`src/rtl/lsu_mem_ctrl.sv`:
```
// Load/store unit: classifies decoder requests, formats bus byte lanes, runs the
// req/ready handshake with a timeout, and extends load data for the core.
module lsu_mem_ctrl #(
    parameter int unsigned TIMEOUT_CYC = 16
) (
    input  logic        clk,
    input  logic        rst,
    input  logic        lsu_valid,
    input  logic        mem_wr,
    input  logic [2:0]  dwidth,
    input  logic [31:0] addr,
    input  logic [31:0] wdata,
    output logic [31:0] rdata,
    output logic        done,
    output logic [1:0]  err,
    output logic        stall,
    output logic        bus_req,
    output logic        bus_we,
    output logic [31:0] bus_addr,
    output logic [3:0]  bus_be,
    output logic [31:0] bus_wdata,
    input  logic        bus_ready,
    input  logic [31:0] bus_rdata
);

    localparam int unsigned CntW = $clog2(TIMEOUT_CYC + 1);

    typedef enum logic [1:0] {StIdle, StBus, StResp} state_e;

    state_e          state_q, state_d;
    logic [CntW-1:0] cnt_q, cnt_d;
    logic [31:0]     rdata_q, rdata_d;
    logic [1:0]      err_q, err_d;
    logic            bus_we_q, bus_we_d;
    logic [31:0]     bus_addr_q, bus_addr_d;
    logic [3:0]      bus_be_q, bus_be_d;
    logic [31:0]     bus_wdata_q, bus_wdata_d;
    logic [1:0]      lane_q, lane_d;
    logic [1:0]      size_q, size_d;
    logic            uns_q, uns_d;

    logic            illegal, misaligned;
    logic [3:0]      be_fmt;
    logic [31:0]     wdata_fmt;
    logic [7:0]      byte_sel;
    logic [15:0]     half_sel;
    logic [31:0]     ld_ext;

    // Request classification and store lane formatting from the live decoder inputs.
    always_comb begin
        illegal    = (dwidth[1:0] == 2'b11) || (dwidth == 3'b110) || (mem_wr && dwidth[2]);
        misaligned = ((dwidth[1:0] == 2'b01) && addr[0]) ||
                     ((dwidth[1:0] == 2'b10) && (addr[1:0] != 2'b00));
        be_fmt     = 4'b1111;
        wdata_fmt  = wdata;
        unique case (dwidth[1:0])
            2'b00: begin
                be_fmt    = 4'b0001 << addr[1:0];
                wdata_fmt = {4{wdata[7:0]}};
            end
            2'b01: begin
                be_fmt    = addr[1] ? 4'b1100 : 4'b0011;
                wdata_fmt = {2{wdata[15:0]}};
            end
            default: ;
        endcase
    end

    // Load lane selection and sign/zero extension using the registered access shape.
    always_comb begin
        unique case (lane_q)
            2'b00:   byte_sel = bus_rdata[7:0];
            2'b01:   byte_sel = bus_rdata[15:8];
            2'b10:   byte_sel = bus_rdata[23:16];
            default: byte_sel = bus_rdata[31:24];
        endcase
        half_sel = lane_q[1] ? bus_rdata[31:16] : bus_rdata[15:0];
        unique case (size_q)
            2'b00:   ld_ext = uns_q ? {24'd0, byte_sel} : {{24{byte_sel[7]}}, byte_sel};
            2'b01:   ld_ext = uns_q ? {16'd0, half_sel} : {{16{half_sel[15]}}, half_sel};
            default: ld_ext = bus_rdata;
        endcase
    end

    // Next-state logic for the FSM, timeout counter and result/bus registers.
    always_comb begin
        state_d     = state_q;
        cnt_d       = cnt_q;
        rdata_d     = rdata_q;
        err_d       = err_q;
        bus_we_d    = bus_we_q;
        bus_addr_d  = bus_addr_q;
        bus_be_d    = bus_be_q;
        bus_wdata_d = bus_wdata_q;
        lane_d      = lane_q;
        size_d      = size_q;
        uns_d       = uns_q;
        unique case (state_q)
            StIdle: begin
                if (lsu_valid) begin
                    if (illegal) begin
                        err_d   = 2'b10;
                        state_d = StResp;
                    end else if (misaligned) begin
                        err_d   = 2'b01;
                        state_d = StResp;
                    end else begin
                        bus_we_d    = mem_wr;
                        bus_addr_d  = {addr[31:2], 2'b00};
                        bus_be_d    = be_fmt;
                        bus_wdata_d = mem_wr ? wdata_fmt : 32'd0;
                        lane_d      = addr[1:0];
                        size_d      = dwidth[1:0];
                        uns_d       = dwidth[2];
                        cnt_d       = '0;
                        state_d     = StBus;
                    end
                end
            end
            StBus: begin
                if (bus_ready) begin
                    if (!bus_we_q) begin
                        rdata_d = ld_ext;
                    end
                    err_d   = 2'b00;
                    state_d = StResp;
                end else if (cnt_q == CntW'(TIMEOUT_CYC - 1)) begin
                    err_d   = 2'b11;
                    state_d = StResp;
                end else begin
                    cnt_d = cnt_q + CntW'(1);
                end
            end
            StResp: begin
                cnt_d   = '0;
                state_d = StIdle;
            end
            default: state_d = StIdle;
        endcase
    end

    // State and datapath registers with synchronous reset.
    always_ff @(posedge clk) begin
        if (rst) begin
            state_q     <= StIdle;
            cnt_q       <= '0;
            rdata_q     <= 32'd0;
            err_q       <= 2'b00;
            bus_we_q    <= 1'b0;
            bus_addr_q  <= 32'd0;
            bus_be_q    <= 4'd0;
            bus_wdata_q <= 32'd0;
            lane_q      <= 2'd0;
            size_q      <= 2'd0;
            uns_q       <= 1'b0;
        end else begin
            state_q     <= state_d;
            cnt_q       <= cnt_d;
            rdata_q     <= rdata_d;
            err_q       <= err_d;
            bus_we_q    <= bus_we_d;
            bus_addr_q  <= bus_addr_d;
            bus_be_q    <= bus_be_d;
            bus_wdata_q <= bus_wdata_d;
            lane_q      <= lane_d;
            size_q      <= size_d;
            uns_q       <= uns_d;
        end
    end

    // Outputs; stall covers the request cycle and the whole bus phase.
    always_comb begin
        done      = (state_q == StResp);
        bus_req   = (state_q == StBus);
        stall     = ((state_q == StIdle) && lsu_valid) || (state_q == StBus);
        rdata     = rdata_q;
        err       = err_q;
        bus_we    = bus_we_q;
        bus_addr  = bus_addr_q;
        bus_be    = bus_be_q;
        bus_wdata = bus_wdata_q;
    end

endmodule
```
`config.mk`:
```
export PLATFORM = sky130hd
export DESIGN_NAME = lsu_mem_ctrl
export DESIGN_NICKNAME = d
export VERILOG_FILES = /design/src/rtl/lsu_mem_ctrl.sv
export SDC_FILE = /design/constraint.sdc
export NUM_CORES = 1
export LEC_CHECK = 0
export CAP_MARGIN = 0
export CORE_MARGIN = 1.5
export CORE_UTILIZATION = 43
export DETAILED_ROUTE_END_ITERATION = 6
export GPL_TIMING_DRIVEN = 0
export PLACE_DENSITY = 0.8
export SYNTH_ARGS = -nofsm -noshare
export SYNTH_HDL_FRONTEND = slang
export SYNTH_SLANG_ARGS = --single-unit
```
`constraint.sdc`:
```
create_clock -name clk -period 2.36 [get_ports clk]
set_input_delay 0.472 -clock clk [delete_from_list [all_inputs] [get_ports clk]]
set_output_delay 0.472 -clock clk [all_outputs]
set_load 0.02 [all_outputs]
```
==> results_dict.tcl, run 1 <==
set metrics [dict create \
    outcome "finished, final reports clean" \
    drtAntennaViolNets 0 \
    numCtsBuffers 17 \
    seq_area_frac_synth_pct 43.73 \
    via_per_inst 5.655 \
    floorplan.initialDensity_pct 44.73 \
    multi_input_area_um2 2659 \
    track_usage_pct 29.15 \
    synth.cells.most_frequent "138 x nand2_1, 113 x dfxtp_1, 82 x a21oi_1" \
    post-route-min-period_ns 2.275 \
    ios 210 \
    yosysWarningCount 0 \
    port_buffers 204 \
    power.total_mw 5.629 \
    synth_fa_ha_area_share_pct 0.4838 \
    fin_skew_ns 0.008204 \
    avgSynthCellArea_um2 8.210 \
    fillerInstances 922 \
    wirelength_um 18320 \
    relSlewSlack_pct 50.70 \
    grt_pass1_wl_um 28920 \
    seq_area_um2 2265 \
    clock_sinks 113 \
    ys_seq_elements 113 \
    cts.path.max_buffers 2 \
    route.detailed.drc 0 \
    synthMuxAreaShare_pct 8.829 \
    yosys.area_share.simple_pct 20.92 \
    stdcell_count 1011 \
    synth_top_family_by_area "simple AND/OR/NAND/NOR gates" \
    synth_xor_xnor_area_share_pct 0 \
    place.gp.congestion 0.9093 \
    synth_async_sr_flop_share_pct 0 \
    core_area_um2 11560 \
    yosysTopAreaCellShare_pct 43.73 \
    synth-edff-count 0 \
    clk_pin_slew_ns 0.05 \
    ys_types 50 \
    fmax_ghz 0.4396 \
    placementRows 39 \
    clock-root-buffer "clkbuf_16" \
    p_leak_nw 2.857 \
    worstMarginPinSlew_ns 0.7368 \
    min_path_type "primary input to flop" \
    nets 961 \
    synthCells 630 \
    dp_cells 978 \
    holdWs_ns 0.4353 \
    layout-drive-gt1-share_pct 9.217 \
    setup_viol 0 \
    cts_tree "yes" \
    p_per_area_nw_per_um2 696.6 \
    critPathLaunchType "primary input" \
    ys_top_cells_by_area "dfxtp_1 44%, nand2_1 10%, a21oi_1 7.9%, mux2i_1 4.3%, a211oi_1 4.2%" \
    ys.flop_type "dfxtp_1" \
    first_iter_violations 429 \
    finalCoreUtilization_pct 69.87 \
    antenna_found_initial 0 \
    worst_ep_required_time_ns 2.70 \
    grt_pass1_vias 5734 \
    firstDrtPassIters 5 \
    ctsHtreeMaxLevel 4 \
    synth-compound-area-share_pct 20.71 \
    slew_viol_final 0 \
    die_w_um 112.7 \
    hold_violations 0 \
    area_growth_pct 56.22 \
    path_max_fanout 10 \
    grt_remaining_overflow 0 \
    grt_max_degree 17 \
    routedWlPerCell_um 18.12 \
    synth_area_leader_cell "dfxtp_1" \
    clk_latency_ns 0.42 \
    synth.most_common_cell "nand2_1" \
    dieArea_um2 12700 \
    vias 5717 \
    rsz0062_at_grt "yes" \
    arrival_ns 2.61 \
    worst-setup-path-type "primary input to flop" \
    end_kind "flop" \
    period_share_pct 96.38 \
    die_y_um 112.7 \
    n_antenna_cell 0 \
    synth_area_um2 5172 \
    hpwl_um 13510 \
    drv_cap 0 \
    vdd_drop_max_uv 481.6 \
]
worst max-delay path: stages:
cell             delay (ns)
clkdlybuf4s50_1        0.54
a221o_1                0.47
a2111oi_4              0.48
buf_6                  0.21
buf_6                  0.15
nand3_1                0.08
a21oi_1                0.19
cell type report:
cell class | count | share of cell area (%)
Multi-Input combinational cell | 457 | 32.90
Sequential cell | 113 | 28.03
Timing Repair Buffer | 205 | 25.44
Clock buffer | 23 | 6.287
Buffer | 54 | 3.236
Tap cell | 143 | 2.214
Clock inverter | 9 | 1.564
Inverter | 7 | 0.3252
routing by layer:
| layer | part of all wire [%] | global-route usage (%) |
|---|---|---|
| met5 | 0 | 0 |
| met4 | 2.5 | 12.41 |
| met3 | 10 | 9.611 |
| met2 | 48 | 49.59 |
| met1 | 40 | 33.59 |
cell usage in the layout (no fill, tap or decap), types with 3 or more instances in the layout:
cell type,count
o2111ai_1,8
buf_1,3
dlymetal6s2s_1,3
clkbuf_16,17
mux2i_1,22
clkbuf_8,6
buf_2,3
a211oi_1,29
bufinv_16,3
mux2_2,19
o221ai_1,4
o31a_1,3
and3_1,5
inv_1,6
buf_4,7
nand2_1,138
nor2_1,42
clkbuf_1,35
dfxtp_1,111
nand3b_1,6
nand2b_1,3
nor3_1,6
a21oi_1,82
a22o_1,5
clkdlybuf4s50_1,200
o21ai_0,9
o21bai_1,3
a22oi_1,4
nor2b_1,7
nand3_1,26
clkinv_2,4
buf_6,3
what timing repair did:
action | CTS | global route
gates resized for setup | 8 | 12
setup buffers | 0 | 1
pin swaps | 0 | 2
hold buffers | 0 | 0
setup endpoints to repair | 20 | 83
per-stage QoR:
step	setup slack [ns]	instance area, µm²	setup TNS [ns]
2_1_floorplan	0.2377	5176	0
3_3_place_gp	-0.4584	7397	-33.99
3_5_place_dp	-0.4928	7397	-37.30
4_1_cts	-0.04928	8044	-0.04928
5_1_grt	-0.002520	8080	-0.002520
6_report	0.08532	8080	0
report_power, final:
part,switching [mW],internal (mW)
sequential,0.0491,1.98
combinational,0.453,0.424
clock,0.898,1.82
total,1.40,4.23
state kept, by name, summed over array words and instances (netlist names):
name / flops
bus_be: 4
uns_q: 1
state_q: 2
bus_we: 1
rdata: 32
size_q: 2
lane_q: 2
bus_wdata: 32
err: 2
bus_addr: 30
cnt_q: 5
final timing paths:
check                             startpoint  depth (start not counted)             to  slack, ns
worst min register to register  bus_addr[27]                          2   bus_addr[27]       0.46
worst max register to register      cnt_q[0]                          7       cnt_q[3]       0.16
worst min-delay path                 addr[1]                          3      lane_q[1]       0.44
worst max-delay path                 addr[0]                          7  bus_wdata[14]       0.09
cells by family (layout without fill, tap and decap cells):
kind of cell	count (synthesis)	after routing
compound gates	165	165
fa+ha+maj	2	2
buf+inv	61	298
flops	113	113
mux	42	42
other cells	1	2
simple gates	246	246
No activity file was read; power rests on OpenSTA's default activity.
==> inputs of run 2 (changes only) <==
Clock period 2.36 ns to 2.45 ns, I/O delays scaled along.
==> run 2 against run 1 <==
Against the previous run:
- first-iteration DRC count increased by 3.3%
- sequential power is 3% lower
- die area is the same
- critical path depth is 4 lower
- sequential cell count unchanged
- non-clock buffer count did not move
- clock power shrank 4%
- combinational power fell by 3.8%
- final cell count unchanged
- setup slack got worse by 0.0095 ns
- total power fell by 3.7%
- highest routed layer unchanged
==> results_dict.tcl, run 2 (synthesized netlist as in run 1, its figures left out) <==
set metrics [dict create \
    cts.path.max_buffers 2 \
    slew_viol_final 0 \
    worstMarginPinSlew_ns 0.7568 \
    power.total_mw 5.423 \
    numCtsBuffers 17 \
    path_max_fanout 10 \
    die_w_um 112.7 \
    port_buffers 204 \
    worst-setup-path-type "flop to output pin" \
    critPathTopFamily "buffers and inverters" \
    core_area_um2 11560 \
    outcome "finished, final reports clean" \
    fin_skew_ns 0.008652 \
    nets 961 \
    place.gp.congestion 0.9093 \
    placementRows 39 \
    clock-root-buffer "clkbuf_16" \
    ios 210 \
    antenna_found_initial 0 \
    setup_viol 0 \
    clock_sinks 113 \
    crit_buf_inv 2 \
    stdcell_count 1011 \
    clk_pin_slew_ns 0.05 \
    grt_pass1_vias 5740 \
    firstDrtPassIters 5 \
    met2_length_um 8883 \
    grt_pass1_wl_um 28860 \
    hold_violations 0 \
    arrival_ns 1.88 \
    drtAntennaViolNets 0 \
    route.detailed.drc 0 \
    p_per_area_nw_per_um2 673.1 \
    n_antenna_cell 0 \
    fmax_ghz 0.4212 \
    hpwl_um 13510 \
    track_usage_pct 29.08 \
    ctsHtreeMaxLevel 4 \
    fillerInstances 935 \
    routedWlPerCell_um 18.19 \
    floorplan.initialDensity_pct 44.73 \
    first_iter_violations 443 \
    grt_max_degree 17 \
    cp_slowest_cell "clkdlybuf4s50_1" \
    layout-drive-gt1-share_pct 9.101 \
    worst_ep_required_time_ns 1.96 \
    period_share_pct 96.90 \
    clk_latency_ns 0.42 \
    cts_hold_buf 0 \
    critPathLaunchType "flop" \
    area_growth_pct 55.76 \
    top_layer_used "met4" \
    vdd_drop_max_uv 461.9 \
    end_kind "output pin" \
    relSlewSlack_pct 49.36 \
    via_per_inst 5.639 \
    layout_commonest_cell "clkdlybuf4s50_1" \
    drv_cap 0 \
    die_y_um 112.7 \
    rsz0062_at_grt "no" \
    wl_met1_um 7282 \
    grt_remaining_overflow 0 \
    wirelength_um 18390 \
    vias 5701 \
    wl_met3_um 1828 \
    dp_cells 978 \
    holdWs_ns 0.4566 \
    dieArea_um2 12700 \
    cp_slowest_stage_delay_ns 0.61 \
    min_path_type "flop to flop" \
    tns_ns 0 \
    crit_chain "buf_2 -> nor2b_1 -> clkdlybuf4s50_1" \
    post-route-min-period_ns 2.374 \
    most-common-layout-cells "204 x clkdlybuf4s50_1, 138 x nand2_1, 112 x dfxtp_1" \
    cts_tree "yes" \
    p_leak_nw 2.823 \
]
run 2: stage by stage:
| step | utilization, % | setup WS, ns | instance area [µm²] |
|---|---|---|---|
| after floorplan | - | 0.3122 | 5176 |
| after global placement | 63.96 | -0.3864 | 7397 |
| after detailed placement | 63.96 | -0.4208 | 7397 |
| after CTS | 69.50 | 0.03777 | 8038 |
| after global routing | 69.66 | 0.005323 | 8056 |
| final | 69.66 | 0.07584 | 8056 |
run 2: final cells by class:
type / instances / area (µm²) / share of cell area [%]
repair buffers: 205 / 2049 / 25.44
clock buffers: 23 / 508.0 / 6.305
clock inverters: 9 / 126.4 / 1.569
flip-flops and latches: 113 / 2263 / 28.09
well taps: 143 / 178.9 / 2.221
inverters: 7 / 26.28 / 0.3261
multi-input cells: 457 / 2650 / 32.89
plain buffers: 54 / 254.0 / 3.153
run 2: worst reg2reg max path, cell delays in order, from the launching register on:
cell and delay, ns:
dfxtp_1 0.34, ha_1 0.21, and3_1 0.18, ha_1 0.24, o31ai_2 0.35, nand4_1 0.18
or4b_2 0.63, o21ai_0 0.09
run 2: routing by layer:
layer,vias up,GRT usage (%)
met4,0,12.41
met3,33,9.611
met1,2689,33.46
li1,2679,-
met2,300,49.51
met5,-,0
run 2: report_power, final:
group / leakage (nW) / internal [mW] / switching [mW] / total [mW]
registers: 0.917 / 1.91 / 0.0466 / 1.96
clock network: 0.315 / 1.75 / 0.868 / 2.62
logic: 1.59 / 0.408 / 0.437 / 0.844
total: 2.82 / 4.07 / 1.35 / 5.42
run 2: worst paths after layout:
kind	from	end	slack [ns]	depth (start not counted)
max	state_q[1]	done	0.08	3
min reg2reg	bus_addr[27]	bus_addr[27]	0.46	2
min	bus_addr[27]	bus_addr[27]	0.46	2
max reg2reg	cnt_q[0]	cnt_q[3]	0.15	7
run 2: repair_timing:
item	CTS	global route
endpoints found under the setup margin	13	45
endpoints found under the hold margin	0	0
gates resized for setup	4	6
gates cloned	0	0
pin swaps	0	2
buffers inserted	0	1
==> inputs of run 3 (changes only) <==
Settings changed: SLEW_MARGIN set to 0.
==> results of run 3 <==
The final DEF is identical to that of run 2; final timing and power are the same.
